`config.mk`:
```
export PLATFORM = sky130hd
export DESIGN_NAME = capture_mux_arbiter
export DESIGN_NICKNAME = d
export VERILOG_FILES = /design/src/rtl/capture_mux_arbiter.sv
export SDC_FILE = /design/constraint.sdc
export NUM_CORES = 1
export LEC_CHECK = 0
export ABC_AREA = 1
export CORE_ASPECT_RATIO = 0.7
export CORE_UTILIZATION = 44
export DETAILED_ROUTE_END_ITERATION = 8
export PLACE_DENSITY_LB_ADDON = 0.05
export SYNTH_ARGS = -nofsm -noshare
export SYNTH_HDL_FRONTEND = slang
export SYNTH_SLANG_ARGS = --single-unit
```
`constraint.sdc`:
```
create_clock -name clk -period 2.55 [get_ports clk]
set_clock_uncertainty 0.2 [all_clocks]
set_input_delay 0.3825 -clock clk [delete_from_list [all_inputs] [get_ports clk]]
set_output_delay 0.3825 -clock clk [all_outputs]
set_load 0.02 [all_outputs]
```
`src/rtl/capture_mux_arbiter.sv`:
```
// rtl/capture_mux_arbiter.sv - two-source round-robin burst arbiter for the 8-bit capture mux
// Optional build macro: CAPTURE_ARB_FIXED_PRIO_EN (source 0 always wins ties, no last pointer)
module capture_mux_arbiter #(
  parameter int BURST_LEN = 4,
  parameter int CNT_W     = 3
) (
  input  logic       clk,
  input  logic       rst_n,
  input  logic [7:0] in0_data,
  input  logic       in0_valid,
  output logic       in0_ready,
  input  logic [7:0] in1_data,
  input  logic       in1_valid,
  output logic       in1_ready,
  output logic       sel,
  output logic [1:0] grant,
  output logic [7:0] out_data,
  output logic       out_valid,
  input  logic       out_ready,
  output logic       busy
);

  if (BURST_LEN < 1 || BURST_LEN >= (1 << CNT_W)) begin : g_bad_cfg
    $error("capture_mux_arbiter: BURST_LEN must be in 1 .. 2**CNT_W-1");
  end

  typedef enum logic [1:0] {
    IDLE = 2'd0,
    GNT0 = 2'd1,
    GNT1 = 2'd2
  } state_t;

  localparam logic [CNT_W:0] BURST_CMP = BURST_LEN[CNT_W:0];

  state_t           state_q, state_d;
  logic [CNT_W-1:0] cnt_q, cnt_d;
  logic [1:0]       grant_q, grant_d;
  logic             sel_q, sel_d;
  logic             out_valid_q, out_valid_d;
  logic [7:0]       out_data_q, out_data_d;
  logic             room;
  logic             beat0, beat1;
  logic [CNT_W:0]   cnt_inc;
  logic             burst_done;
  logic             tie_pick1;

`ifdef CAPTURE_ARB_FIXED_PRIO_EN
  assign tie_pick1 = 1'b0;
`else
  logic last_q, last_d;
  // Source 1 wins a tie only when source 0 was the most recent grant.
  assign tie_pick1 = ~last_q;
`endif

  // The output register can take a sample when empty or being drained this cycle.
  assign room      = ~out_valid_q | out_ready;
  assign in0_ready = (state_q == GNT0) & room;
  assign in1_ready = (state_q == GNT1) & room;
  assign beat0     = in0_valid & in0_ready;
  assign beat1     = in1_valid & in1_ready;

  // Count is compared one bit wider so release is decided before any wrap.
  assign cnt_inc    = {1'b0, cnt_q} + {{CNT_W{1'b0}}, 1'b1};
  assign burst_done = (cnt_inc == BURST_CMP);

  assign grant     = grant_q;
  assign sel       = sel_q;
  assign out_data  = out_data_q;
  assign out_valid = out_valid_q;
  assign busy      = (|grant_q) | out_valid_q;

  // Next-state: arbitration, burst counting, release and output register load/drain.
  always_comb begin
    state_d     = state_q;
    cnt_d       = cnt_q;
    out_valid_d = out_valid_q;
    out_data_d  = out_data_q;
`ifndef CAPTURE_ARB_FIXED_PRIO_EN
    last_d      = last_q;
`endif
    case (state_q)
      IDLE: begin
        if (in0_valid && in1_valid) begin
          state_d = tie_pick1 ? GNT1 : GNT0;
        end else if (in0_valid) begin
          state_d = GNT0;
        end else if (in1_valid) begin
          state_d = GNT1;
        end
        if (state_d != IDLE) begin
          cnt_d = '0;
`ifndef CAPTURE_ARB_FIXED_PRIO_EN
          last_d = (state_d == GNT1);
`endif
        end
      end
      GNT0: begin
        if (beat0) begin
          cnt_d = cnt_inc[CNT_W-1:0];
          if (burst_done) state_d = IDLE;
        end else if (!in0_valid) begin
          state_d = IDLE;
        end
      end
      GNT1: begin
        if (beat1) begin
          cnt_d = cnt_inc[CNT_W-1:0];
          if (burst_done) state_d = IDLE;
        end else if (!in1_valid) begin
          state_d = IDLE;
        end
      end
      default: state_d = IDLE;
    endcase

    if (beat0 || beat1) begin
      out_valid_d = 1'b1;
      out_data_d  = beat1 ? in1_data : in0_data;
    end else if (out_ready) begin
      out_valid_d = 1'b0;
    end

    grant_d = {state_d == GNT1, state_d == GNT0};
    if (state_d == GNT1) begin
      sel_d = 1'b1;
    end else if (state_d == GNT0) begin
      sel_d = 1'b0;
    end else begin
      sel_d = sel_q;
    end
  end

  // State and datapath registers with synchronous active-low reset.
  always_ff @(posedge clk) begin
    if (!rst_n) begin
      state_q     <= IDLE;
      cnt_q       <= '0;
      grant_q     <= 2'b00;
      sel_q       <= 1'b0;
      out_valid_q <= 1'b0;
      out_data_q  <= 8'h00;
`ifndef CAPTURE_ARB_FIXED_PRIO_EN
      last_q      <= 1'b1;
`endif
    end else begin
      state_q     <= state_d;
      cnt_q       <= cnt_d;
      grant_q     <= grant_d;
      sel_q       <= sel_d;
      out_valid_q <= out_valid_d;
      out_data_q  <= out_data_d;
`ifndef CAPTURE_ARB_FIXED_PRIO_EN
      last_q      <= last_d;
`endif
    end
  end

endmodule

```
==> summary.md <==
| Metric | Value |
|---|---|
| Vias per cell | `4.56` |
| Final setup violating endpoints | `0` |
| Worst Max-Slew Pin Slew | `355 ps` |
| Fin Setup TNS | `0 ps` |
| Top cell type's share of synthesized area | `35.5%` |
| Syn avg cell area | `6.86 um2` |
| Worst hold endpoint | `sel` |
| Layout area overhead | `39.7%` |
| CTS Root Cell | `clkbuf_4` |
| Syn. warnings | `0` |
| Router iterations before antenna repair | `4` |
| Overflow after GRT | `0` |
| Outcome | `finished clean` |
| Global Route Usage Sum | `20.3%` |
| DRC | `0` |
| Antenna Cells | `0` |
| Critical path type | `in -> out` |
| Max-slew violations | `0` |
| Max-cap violations | `0` |
| CP Launch Type | `input pin` |
| Setup ws final | `205 ps` |
| Area occupied by multi-input gates | `538 um2` |
| Total power | `0.000778 W` |
| Seq cells post-synth | `18` |
| Arrival @ worst endpoint | `1760 ps` |
| Mapped Cells | `148` |
| Worst-case reg-to-reg path depth | `11` |
| Layout cells sized above 1 | `8.15%` |
| Syn Nets | `176` |
| Top area cells in the synthesized netlist | `dfxtp_1, nand2_1, ha_1` |
| Hold Startpoint | `sel` |
| Final hold violation count | `0` |
| RSZ-0062 raised after global routing | `false` |
| WL/cell | `10.4 um` |
| Register area share after synthesis | `35.5%` |
| Tmin final | `2350 ps` |
| Post-synth top area cell | `dfxtp_1` |
| Final wirelength | `2240 um` |
| Clk buf depth | `2` |
| Worst hold path type | `reg -> reg` |
| Top Ports | `36` |
| Place WS | `204 ps` |
| Mapped Area | `1020 um2` |
| Leak Pwr | `0.681 nW` |
| Vias | `984` |
| CTS resizes | `0` |
| Starting Density | `46.8%` |
| Clock Latency Late Sink | `300 ps` |
| Largest net degree at the start of global routing | `16` |
| Cell variety after synth | `24` |
| # hold bufs at CTS | `0` |
| CTS Buf Count | `3` |
| Placer congestion estimate | `0.751` |
| Port Buffer Count | `35` |
| Critical Path RT | `1970 ps` |
| CTS tree | `yes` |
| Clock sink count | `18` |
| Worst Hold Depth | `2` |
| Clk pin slew, worst setup/hold paths | `100 ps` |
| Maximum fanout along the worst path | `7` |
| Period utilization | `92.0%` |
| Register Area | `360 um2` |
| Nets | `213` |
| Post-DP HPWL | `1760 um` |
| Postcts setup bufs | `0` |
| Post-DRT Antenna Nets | `0` |
| Initial DRC Count | `56` |
| Die W | `59.4 um` |
| Cell Rows | `14` |
| Fillers | `230` |
| Max Fclk | `0.426 GHz` |
| Pwr Density | `548 nW/um2` |
| Min Hold Slack | `258 ps` |
| RR Startpoint | `state_q[0]` |
| CTS HTree Levels | `1` |
| Endpoint type of the worst setup path | `primary output` |
| R2R setup slack | `470 ps` |
| Core area | `2170 um2` |
| Die height | `42.2 um` |
| Headroom to the max-slew limit | `76.3%` |
| Initial antenna violation count | `0` |
| First-pass GRT wire length | `3800 um` |
| Vias in the first global route | `891` |
| VDD IR-drop max | `0.477 mV` |
| Die area | `2510 um2` |
| FF-to-FF End | `sel` |
-- metal layers --
metal,vias to the layer above,wire (um),global-route usage [%]
li1,529,-,-
met1,427,1110,27.2
met2,25,963,30.1
met3,3,160,8.02
met4,0,8,5.24
met5,-,0,0
-- kinds of logic (layout without fill, tap and decap cells) --
family	after synthesis	count (layout)	share of synthesized area, %
AO/OA/AOI/OAI	20	20	10.8
buffers and inverters	27	63	11.6
AND/OR/NAND/NOR	75	75	32.6
flip-flops	18	18	35.5
adder cells (fa/ha/maj)	7	7	8.62
XOR/XNOR	1	1	0.862
-- critical path, cell delays in order --
cell	delay (ps)
clkdlybuf4s50_1	460
inv_1	60
nand2_4	110
inv_1	70
nor2_1	90
clkdlybuf4s50_1	600
-- worst max path at each step --
stage,from,end,cells after the start
after floorplan,state_q[0],sel,11
after global placement,out_ready,in1_ready,6
after detailed placement,out_ready,in0_ready,6
after CTS,out_ready,in0_ready,6
after global routing,state_q[1],in1_ready,4
final,out_ready,in0_ready,6
-- cell usage after synthesis, drive strengths merged --
master,instances
nor2,23
xnor2,1
clkinv,1
clkbuf,1
nand4,2
nand3,6
buf,2
or3,1
nand2,42
or2,1
inv,23
dfxtp,18
a21oi,11
o21ai,7
a31oi,2
ha,7
-- layout by cell type, fill, tap and decap left out --
cell type        instances
inv_4                    1
o21ai_2                  1
or3_1                    1
inv_1                   21
clkbuf_8                 1
nand2_4                  3
nand2_1                 38
clkinv_2                 1
clkbuf_4                 3
nor2_1                  22
nand3_1                  6
clkdlybuf4s50_1         35
or2_2                    1
o21ai_0                  6
a31oi_1                  2
xnor2_1                  1
nand4_1                  2
a21oi_2                  1
dfxtp_1                 18
a21oi_1                 10
nand2_2                  1
ha_1                     7
inv_2                    1
nor2_4                   1
-- power breakdown --
group | switching (W) | leakage, nW | internal [W]
Combinational | 0.000143 | 0.513 | 0.000123
Sequential | 0.0000208 | 0.147 | 0.000312
Clock | 0.0000920 | 0.0210 | 0.0000871
Total | 0.000256 | 0.681 | 0.000522
-- flip-flops by register name, summed over array words and instances, names as in the netlist --
name / cells
cnt_q: 3
grant: 2
last_q: 1
out_data: 8
out_valid: 1
sel: 1
state_q: 2
-- stage by stage --
stage | cells | utilization, % | cell area, um2
finish | 216 | 65.3 | 1420
global route | 216 | 65.3 | 1420
CTS | 216 | 65.3 | 1420
detailed placement | 212 | 63.7 | 1380
global placement | 212 | 63.7 | 1380
floorplan | 148 | - | 1020
-- final cells by class --
cell class | instances | area share (%)
clock buffers | 4 | 2.56
inverters | 24 | 6.61
multi-input cells | 103 | 37.9
flip-flops and latches | 18 | 25.4
well taps | 32 | 2.82
repair buffers | 35 | 24.7
Note: power is estimated with default switching activity, not from simulation.
